File: src/rtl/rf_wb_arbiter.sv
// Round-robin write-back arbiter: ALU (A) and load unit (B) share one register file write port.
// Ready is combinational. The accepted write reaches rf_* one cycle later. At most one grant per cycle; losers stall.
module rf_wb_arbiter #(
    parameter int WIDTH = 32
) (
    input  logic             clk,
    input  logic             rstn,
    input  logic             en,
    input  logic             a_valid,
    output logic             a_ready,
    input  logic [4:0]       a_addr,
    input  logic [WIDTH-1:0] a_data,
    input  logic             b_valid,
    output logic             b_ready,
    input  logic [4:0]       b_addr,
    input  logic [WIDTH-1:0] b_data,
    output logic             rf_we,
    output logic [4:0]       rf_wa,
    output logic [WIDTH-1:0] rf_wd,
    output logic             pri_b,
    output logic [15:0]      conf_cnt
);

    typedef enum logic {
        PRI_A = 1'b0,
        PRI_B = 1'b1
    } pri_e;

    pri_e             state_q, state_d;
    logic             gnt_a, gnt_b, conflict;
    logic             we_q, we_d;
    logic [4:0]       wa_q, wa_d;
    logic [WIDTH-1:0] wd_q, wd_d;
    logic [15:0]      cnt_q, cnt_d;

    // Grant and priority next-state; the loser under contention becomes favoured.
    always_comb begin
        gnt_a   = 1'b0;
        gnt_b   = 1'b0;
        state_d = state_q;
        if (rstn && en) begin
            if (a_valid && (!b_valid || state_q == PRI_A)) begin
                gnt_a = 1'b1;
            end else if (b_valid) begin
                gnt_b = 1'b1;
            end
        end
        if (gnt_a) begin
            state_d = PRI_B;
        end else if (gnt_b) begin
            state_d = PRI_A;
        end
    end

    always_comb begin
        we_d     = 1'b0;
        wa_d     = wa_q;
        wd_d     = wd_q;
        conflict = en && a_valid && b_valid;
        cnt_d    = cnt_q;
        if (gnt_a) begin
            we_d = (a_addr != 5'd0);
            wa_d = a_addr;
            wd_d = a_data;
        end else if (gnt_b) begin
            we_d = (b_addr != 5'd0);
            wa_d = b_addr;
            wd_d = b_data;
        end
        if (conflict && cnt_q != 16'hFFFF) begin
            cnt_d = cnt_q + 16'd1;
        end
    end

    always_ff @(posedge clk) begin
        if (!rstn) begin
            state_q <= PRI_A;
            we_q    <= 1'b0;
            wa_q    <= 5'd0;
            wd_q    <= '0;
            cnt_q   <= 16'd0;
        end else begin
            state_q <= state_d;
            we_q    <= we_d;
            wa_q    <= wa_d;
            wd_q    <= wd_d;
            cnt_q   <= cnt_d;
        end
    end

    assign a_ready  = gnt_a;
    assign b_ready  = gnt_b;
    assign rf_we    = we_q;
    assign rf_wa    = wa_q;
    assign rf_wd    = wd_q;
    assign pri_b    = (state_q == PRI_B);
    assign conf_cnt = cnt_q;

endmodule

File: config.mk
export PLATFORM = sky130hd
export DESIGN_NAME = rf_wb_arbiter
export DESIGN_NICKNAME = d
export VERILOG_FILES = /design/src/rtl/rf_wb_arbiter.sv
export SDC_FILE = /design/constraint.sdc
export NUM_CORES = 1
export LEC_CHECK = 0
export BUFFER_PORTS_ARGS = -buffer_cell sky130_fd_sc_hd__buf_2
export CORE_ASPECT_RATIO = 0.9
export CORE_MARGIN = 3
export CORE_UTILIZATION = 47
export CTS_CLUSTER_SIZE = 14
export DETAILED_ROUTE_END_ITERATION = 6
export PLACE_DENSITY = 0.95
export SYNTH_ARGS = -nofsm -noshare
export SYNTH_HDL_FRONTEND = slang
export SYNTH_SLANG_ARGS = --single-unit
File: constraint.sdc
create_clock -name clk -period 3.7 [get_ports clk]
set_input_delay 0.925 -clock clk [delete_from_list [all_inputs] [get_ports clk]]
set_output_delay 0.925 -clock clk [all_outputs]
set_load 0.05 [all_outputs]
Yosys cells after proc, flatten, opt, wreduce, memory -nomap -nowiden
Index checks and enable logic that the tools add are counted.
{"block": "word_totals", "ff_bits": 55, "inputBits": 79, "out_inout_bits": 57, "wordCells": 31}
{"block": "classes", "n_addsub": 1, "n_eq_ne": 1, "muxes": 13, "bitwise_logic": 1, "reduce_logical": 10}
{"cell": "$mux 32", "count": 2}
{"cell": "$add 16x1->16 const B", "count": 1}
{"cell": "$ne 16x16->1 const B", "count": 1}
{"cell": "$mux 5", "count": 2}
{"cell": "$reduce_bool 5->1", "count": 2}
{"cell": "$mux 1", "count": 9}
{"cell": "$logic_and 1x1->1", "count": 5}
{"cell": "$reduce_bool 2->1", "count": 1}
{"cell": "$logic_not 1->1", "count": 1}
{"cell": "$logic_or 1x1->1", "count": 1}
{"cell": "$not 1->1", "count": 1}

Depth between registers and ports, before layout
Gate-level depths: netlist of the first run.
{"block": "depth", "ltp_word": 7, "ltp_mapped": 7}

Least setup slack after synthesis of the first run
OpenSTA, ideal clock, no wires.
{"block": "synth_timing", "path_kind": "input to output", "startpoint": "input port rstn", "endpoint": "output port b_ready", "arrival_time_ns": 2.260, "setup_slack_ns": 0.515, "stages": 5, "cell_sequence": "clkbuf_1 nand3_1 buf_2 a21oi_1 clkbuf_1"}
{"block": "synth_via", "elab_chain_cells": 2}
{"item": "from (decl)", "line_no": "7", "text": "input logic rstn,"}
{"item": "$logic_and 1x1->1", "line_no": "41", "text": "if (rstn && en) begin"}
{"item": "$mux 1", "line_no": "41"}
{"item": "to (decl)", "line_no": "14", "text": "output logic b_ready,"}
Every way passes these cells.

Final worst setup path of the first run
Same ends and word-level chain as after synthesis.

==> qor.csv, run 1 <==
metric,value,unit
Setup WS pre-CTS,1.093,ns
slew margin rel.,34.40,%
Bufs and invs on worst path,2,
CP max-delay cell,buf_2,
clock share of power,29.3,%
root buffer cell,clkbuf_8,
CTS clock-pin slew for the worst setup and hold paths,0.10,ns
multiplexer share of the synthesized area,3.859,%
Seq pwr share,51.6,%
global route total overflow,0,
Avg Inst Size Synth,9.302,um^2
Synth Area in Compound Gates,24.92,%
row cnt,23,
CORE AREA,4633,um^2
Post-Synthesis Cell Area,2335,um^2
Die ar.,5851,um^2
"Arr. time, crit path",1.68,ns
Initial DRC Count,270,
post-DR wirelength/cell,16.32,um
Post-layout nets,459,
Yosys cell types,32,
Antenna Cells,0,
layout cell share with drive strength beyond 1,40.53,%
Sw Pwr,374.6,uW
Cells after DPL,434,
Int Pwr,844.9,uW
Setup crit end kind,primary output,
final core area utilization,68.00,%
syn nets,331,
Final ANT Viol Nets,0,
vias in the first global route,2422,
Final Instance Area,3151,um^2
TritonCTS clock tree,yes,
Final Hold Fails,0,
largest family of logic cells by synthesized area,compound AO/OA/AOI/OAI gates,
Area after DPL,3052,um^2
htree depth,2,
Syn. warnings,0,
fin cells,442,
Pleak,0.001463,uW
Layout area overhead,34.94,%
antenna violations before repair,0,
first-pass GRT wire length,11160,um
IO buf count,135,
most frequent CP cell,buf_2,
final slew viol count,0,
CP cell instances,buf_2 > nand3_1 > a21oi_2 > buf_2,
final setup fails,0,
Worst Max-Slew Pin Slew,0.9751,ns
vias,2655,
adder-cell share of the synthesized area,0.5359,%
Routed WL,7214,um
Gate power share,19.1,%
critical path's top delay family,buffers and inverters,
peak supply drop,237.8,uV
Clock Latency Late Sink,0.31,ns
PnR worst setup slack,1.093,ns
max incr delay on CP,0.30,ns
Sw Ratio,30.72,%
# DRC,1,
PostCTS Resize Cnt,0,
PD cells,387.1,nW/um^2
gr usage total,24.15,%
Bufs on Longest Clock Path,2,
vias per std cell,6.007,
worst-path maximum fanout,8,
failing checks,DRC,
min Tclk post-route,2.607,ns
status,finished with violations,
die height,72.87,um
crit path kind,input port to primary output,
largest net degree at the start of global routing,42,
fin crit share,70.47,%
clock buffer count from CTS,5,
postcts setup bufs,0,
xor and xnor fraction of the mapped netlist area,0.3751,%
CTS Sinks,55,
Post-DP HPWL,5311,um
HP Class,flip-flop to flip-flop,
unrepaired setup endpoints after global routing,false,
Seq cells post-synth,55,
TNS Setup,0,ns
Synth Area in Simple Gates,18.22,%
Placer Congestion,0.8427,
Worst EP required,2.77,ns
post-cts hold buffer count,0,
crit start category,input port,
Max-Cap Viols,0,
clock skew,0.01101,ns
Mapped Cells,251,
# IOs,136,
"Seq/Total Area, Yosys",47.16,%
Fillers,373,
Initial Util,50.39,%
chip width,80.30,um
FMAX,383.5,MHz
Pre-antenna DRT Iters,7,
[flip-flops by register name, summed over array words and instances, names as in the netlist]
| name | flops |
|---|---|
| rf_wd | 32 |
| pri_b | 1 |
| conf_cnt | 16 |
| rf_wa | 5 |
| rf_we | 1 |
[synthesized netlist by cell type, drive strengths merged]
cell type	n	area, um^2
xor2	1	8.760
o311ai	1	8.760
a21oi	14	70.07
buf	5	32.53
o21a	3	22.52
a311oi	1	8.760
o31a	1	8.760
ha	1	12.51
nand3	7	40.04
or2	1	6.260
and4	3	27.53
o21ai	5	25.02
dfxtp	55	1101
or4	12	90.09
o31ai	10	75.07
clkinv	1	3.750
nor2	38	142.6
nor4	3	18.77
o211ai	2	15.01
mux2i	9	90.09
or3	3	20.02
a211oi	9	67.56
nor3	1	5.000
clkbuf	16	60.06
nand2	10	37.54
nand4	6	37.54
a222oi	28	280.3
inv	5	18.77
[per-layer routing]
layer	wire [um]	vias up	global-route usage, %
li1	-	1243	-
met1	2813	1239	29.68
met2	3638	152	42.10
met3	570	21	4.198
met4	192	0	9.381
met5	0	-	0
[tightest hold or removal path, stage by stage (launching register included)]
cell and delay, ns:
dfxtp_1 0.34, a222oi_1 0.06, nor2_1 0.08
[area by class of cell]
class | count | area [um^2] | share of cell area, %
Clock inverter | 2 | 16.27 | 0.5163
Clock buffer | 6 | 82.58 | 2.621
Timing Repair Buffer | 142 | 728.2 | 23.11
Sequential cell | 55 | 1101 | 34.95
Inverter | 6 | 22.52 | 0.7149
Multi-Input combinational cell | 169 | 1122 | 35.62
Tap cell | 62 | 77.57 | 2.462
[cell usage in the layout, fill, tap and decap left out, types with 2 or more instances in the layout]
| cell | n |
|---|---|
| buf_2 | 135 |
| dfxtp_1 | 55 |
| nor2_1 | 38 |
| a222oi_1 | 28 |
| a21oi_1 | 13 |
| or4_1 | 12 |
| nand2_1 | 10 |
| o31ai_1 | 10 |
| mux2i_1 | 9 |
| a211oi_1 | 9 |
| buf_4 | 7 |
| nand4_1 | 6 |
| nand3_1 | 6 |
| clkbuf_8 | 6 |
| inv_1 | 5 |
| o21ai_0 | 5 |
| nor4_1 | 3 |
| o21a_1 | 3 |
| and4_1 | 2 |
| or3_1 | 2 |
| o211ai_1 | 2 |
[per-stage QoR]
step	power, uW	hold WS [ns]
after floorplan	791.3	0.7159
after global placement	866.9	0.4728
after detailed placement	873.3	0.4875
after CTS	1221	0.5060
after global routing	1262	0.5450
final	1219	0.5066
[logic make-up after synthesis]
family | Yosys count
AO/OA/AOI/OAI | 74
XOR/XNOR | 1
adder cells (fa/ha/maj) | 1
buffers and inverters | 27
flip-flops | 55
multiplexers | 9
AND/OR/NAND/NOR | 84
[power groups by stage]
stage	combinational [uW]	clock [uW]	sequential, uW
5_1_grt	248	382	632
2_1_floorplan	67.6	0	724
3_3_place_gp	226	0	641
3_5_place_dp	232	0	641
6_report	233	357	629
4_1_cts	232	360	629
[path summary, 6_finish.rpt]
kind                             from                   endpoint  slack, ns  depth (start not counted)
min             rf_wa[4]$_SDFFE_PN0P_      rf_wa[4]$_SDFFE_PN0P_       0.51                          2
max                              rstn                    b_ready       1.09                          4
max reg2reg  conf_cnt[0]$_SDFFE_PN0P_  conf_cnt[13]$_SDFFE_PN0P_       1.71                          5
min reg2reg     rf_wa[4]$_SDFFE_PN0P_      rf_wa[4]$_SDFFE_PN0P_       0.51                          2
No activity file was read; power rests on OpenSTA's default activity.
==> run 2: changes to the inputs <==
--- a/config.mk
+++ b/config.mk
@@ -8,10 +8,10 @@
 export BUFFER_PORTS_ARGS = -buffer_cell sky130_fd_sc_hd__buf_2
 export CORE_ASPECT_RATIO = 0.9
 export CORE_MARGIN = 3
-export CORE_UTILIZATION = 47
+export CORE_UTILIZATION = 43
 export CTS_CLUSTER_SIZE = 14
 export DETAILED_ROUTE_END_ITERATION = 6
-export PLACE_DENSITY = 0.95
+export PLACE_DENSITY = 0.9
 export SYNTH_ARGS = -nofsm -noshare
 export SYNTH_HDL_FRONTEND = slang
 export SYNTH_SLANG_ARGS = --single-unit
==> constraint.sdc (replaced) <==
create_clock -name clk -period 2.7 [get_ports clk]
set_input_delay 0.675 -clock clk [delete_from_list [all_inputs] [get_ports clk]]
set_output_delay 0.675 -clock clk [all_outputs]
set_load 0.05 [all_outputs]
==> run 2 against run 1 <==
Effect of this change: the flow now finishes without violations; wire length down 4.6%; clock skew shrank 0.0024 ns; count of clock-buffer cells in the layout unchanged; global-route usage is 2.6 points lower; sequential power up 37%.
==> qor.csv, run 2 (same netlist as run 1, synthesis figures left out) <==
metric,value,unit
status,"complete, no violations",
"Arr. time, crit path",1.42,ns
# IOs,136,
Bufs and invs on worst path,2,
Final ANT Viol Nets,0,
CORE AREA,5045,um^2
Worst path depth,4,
first-pass GRT wire length,11430,um
Antenna Cells,0,
final slew viol count,0,
vias in the first global route,2416,
CTS Sinks,55,
crit start category,input port,
Initial DRC Count,222,
Worst EP required,2.03,ns
FF-to-FF path depth,4,
final setup fails,0,
# DRC,0,
Setup crit end kind,primary output,
most frequent CP cell,buf_2,
row cnt,24,
post-cts hold buffer count,0,
Pre-antenna DRT Iters,6,
Post-layout nets,461,
Routed WL,6882,um
Post-DP HPWL,5130,um
Hold Path Sink,rf_wa[0]$_SDFFE_PN0P_,
FF/Latch Area,1101,um^2
post-DR wirelength/cell,15.40,um
max reg flops,32,
chip width,83.67,um
fin cells,447,
CTS clock-pin slew for the worst setup and hold paths,0.09,ns
TNS Setup,0,ns
antenna violations before repair,0,
most frequent cells in the layout,"buf_2, dfxtp_1, nor2_1",
PD cells,512.9,nW/um^2
critical path's top delay family,buffers and inverters,
htree depth,2,
die height,75.91,um
global route total overflow,0,
Fillers,438,
vias per std cell,5.740,
Pleak,0.001467,uW
worst-path maximum fanout,8,
Hold Crit Start,rf_wa[0]$_SDFFE_PN0P_,
Cells after DPL,439,
IO buf count,135,
r2r setup slk,0.69,ns
gr usage total,21.50,%
Worst Max-Slew Pin Slew,0.8662,ns
worst reg2reg startpoint,conf_cnt[2]$_SDFFE_PN0P_,
clock buffer count from CTS,5,
crit path kind,input port to primary output,
layout cell share with drive strength beyond 1,40.58,%
Max-Cap Viols,0,
TritonCTS clock tree,yes,
Placer Congestion,0.8038,
clock skew,0.008650,ns
HP Class,flip-flop to flip-flop,
postcts setup bufs,0,
slew margin rel.,41.34,%
min Tclk post-route,2.096,ns
Layout area overhead,35.16,%
worst hold margin,0.5041,ns
Initial Util,46.28,%
multi-input logic area,1122,um^2
Clock Latency Late Sink,0.30,ns
unrepaired setup endpoints after global routing,false,
peak supply drop,270.7,uV
largest net degree at the start of global routing,30,
root buffer cell,clkbuf_8,
vias,2566,
Setup WS pre-CTS,0.3555,ns
Reg2Reg Capture Point,conf_cnt[15]$_SDFFE_PN0P_,
PnR worst setup slack,0.6036,ns
"commonest non-fill, non-tap cell in the layout",buf_2,
Final Hold Fails,0,
FMAX,477.0,MHz
CP cell instances,buf_2 > nand3_1 > a21oi_2 > buf_2,
fin crit share,77.65,%
CP max-delay cell,buf_2,
Bufs on Longest Clock Path,2,
final core area utilization,62.55,%
max incr delay on CP,0.29,ns
PostCTS Resize Cnt,0,
Die ar.,6351,um^2
Worst Hold Depth,2,
## run 2: cell types whose count changed in the layout (fill, tap and decap cells not counted)
cell / previous run / this run
buf_4: 7 / 9
clkbuf_1: 0 / 1
clkbuf_8: 6 / 5
clkinv_2: 0 / 1
clkinv_4: 1 / 0
## run 2: how the worst max path moves through the flow
stage                  from                   endpoint  slack, ns
floorplan              rstn                    b_ready       0.01
global placement    a_valid  conf_cnt[13]$_SDFFE_PN0P_       0.41
detailed placement  a_valid  conf_cnt[13]$_SDFFE_PN0P_       0.36
CTS                    rstn                    b_ready       0.60
global route        a_valid  conf_cnt[15]$_SDFFE_PN0P_       0.52
finish                 rstn                    b_ready       0.60
## run 2: power breakdown
group	internal (uW)	switching, uW	leakage (uW)
logic	105	211	0.000978
clock network	182	258	0.0000412
registers	843	18.0	0.000448
total	1130	488	0.00147
## run 2: metrics by stage
stage	area, um^2	total power, uW
floorplan	2335	1084
global placement	3070	1189
detailed placement	3070	1195
CTS	3156	1629
global route	3156	1701
finish	3156	1618
## run 2: cell type report
class / instances / share of cell area [%]
Inverter: 6 / 0.7137
Multi-Input combinational cell: 169 / 35.57
Clock buffer: 6 / 2.300
Sequential cell: 55 / 34.89
Tap cell: 65 / 2.577
Clock inverter: 2 / 0.3965
Timing Repair Buffer: 144 / 23.55
## run 2: metal layers
metal,routed length (um),vias up,GRT usage [%],part of all wire [%]
met3,562,10,5.098,8.2
li1,-,1252,-,-
met2,3389,124,35.93,49
met5,0,-,0,0
met4,108,0,5.949,1.6
met1,2823,1180,27.71,41
## run 2: worst register-to-register path, delay by kind of cell (launching register included)
kind            cells  cell delay, ns
simple gates        3            1.34
flops               1            0.45
compound gates      1            0.16
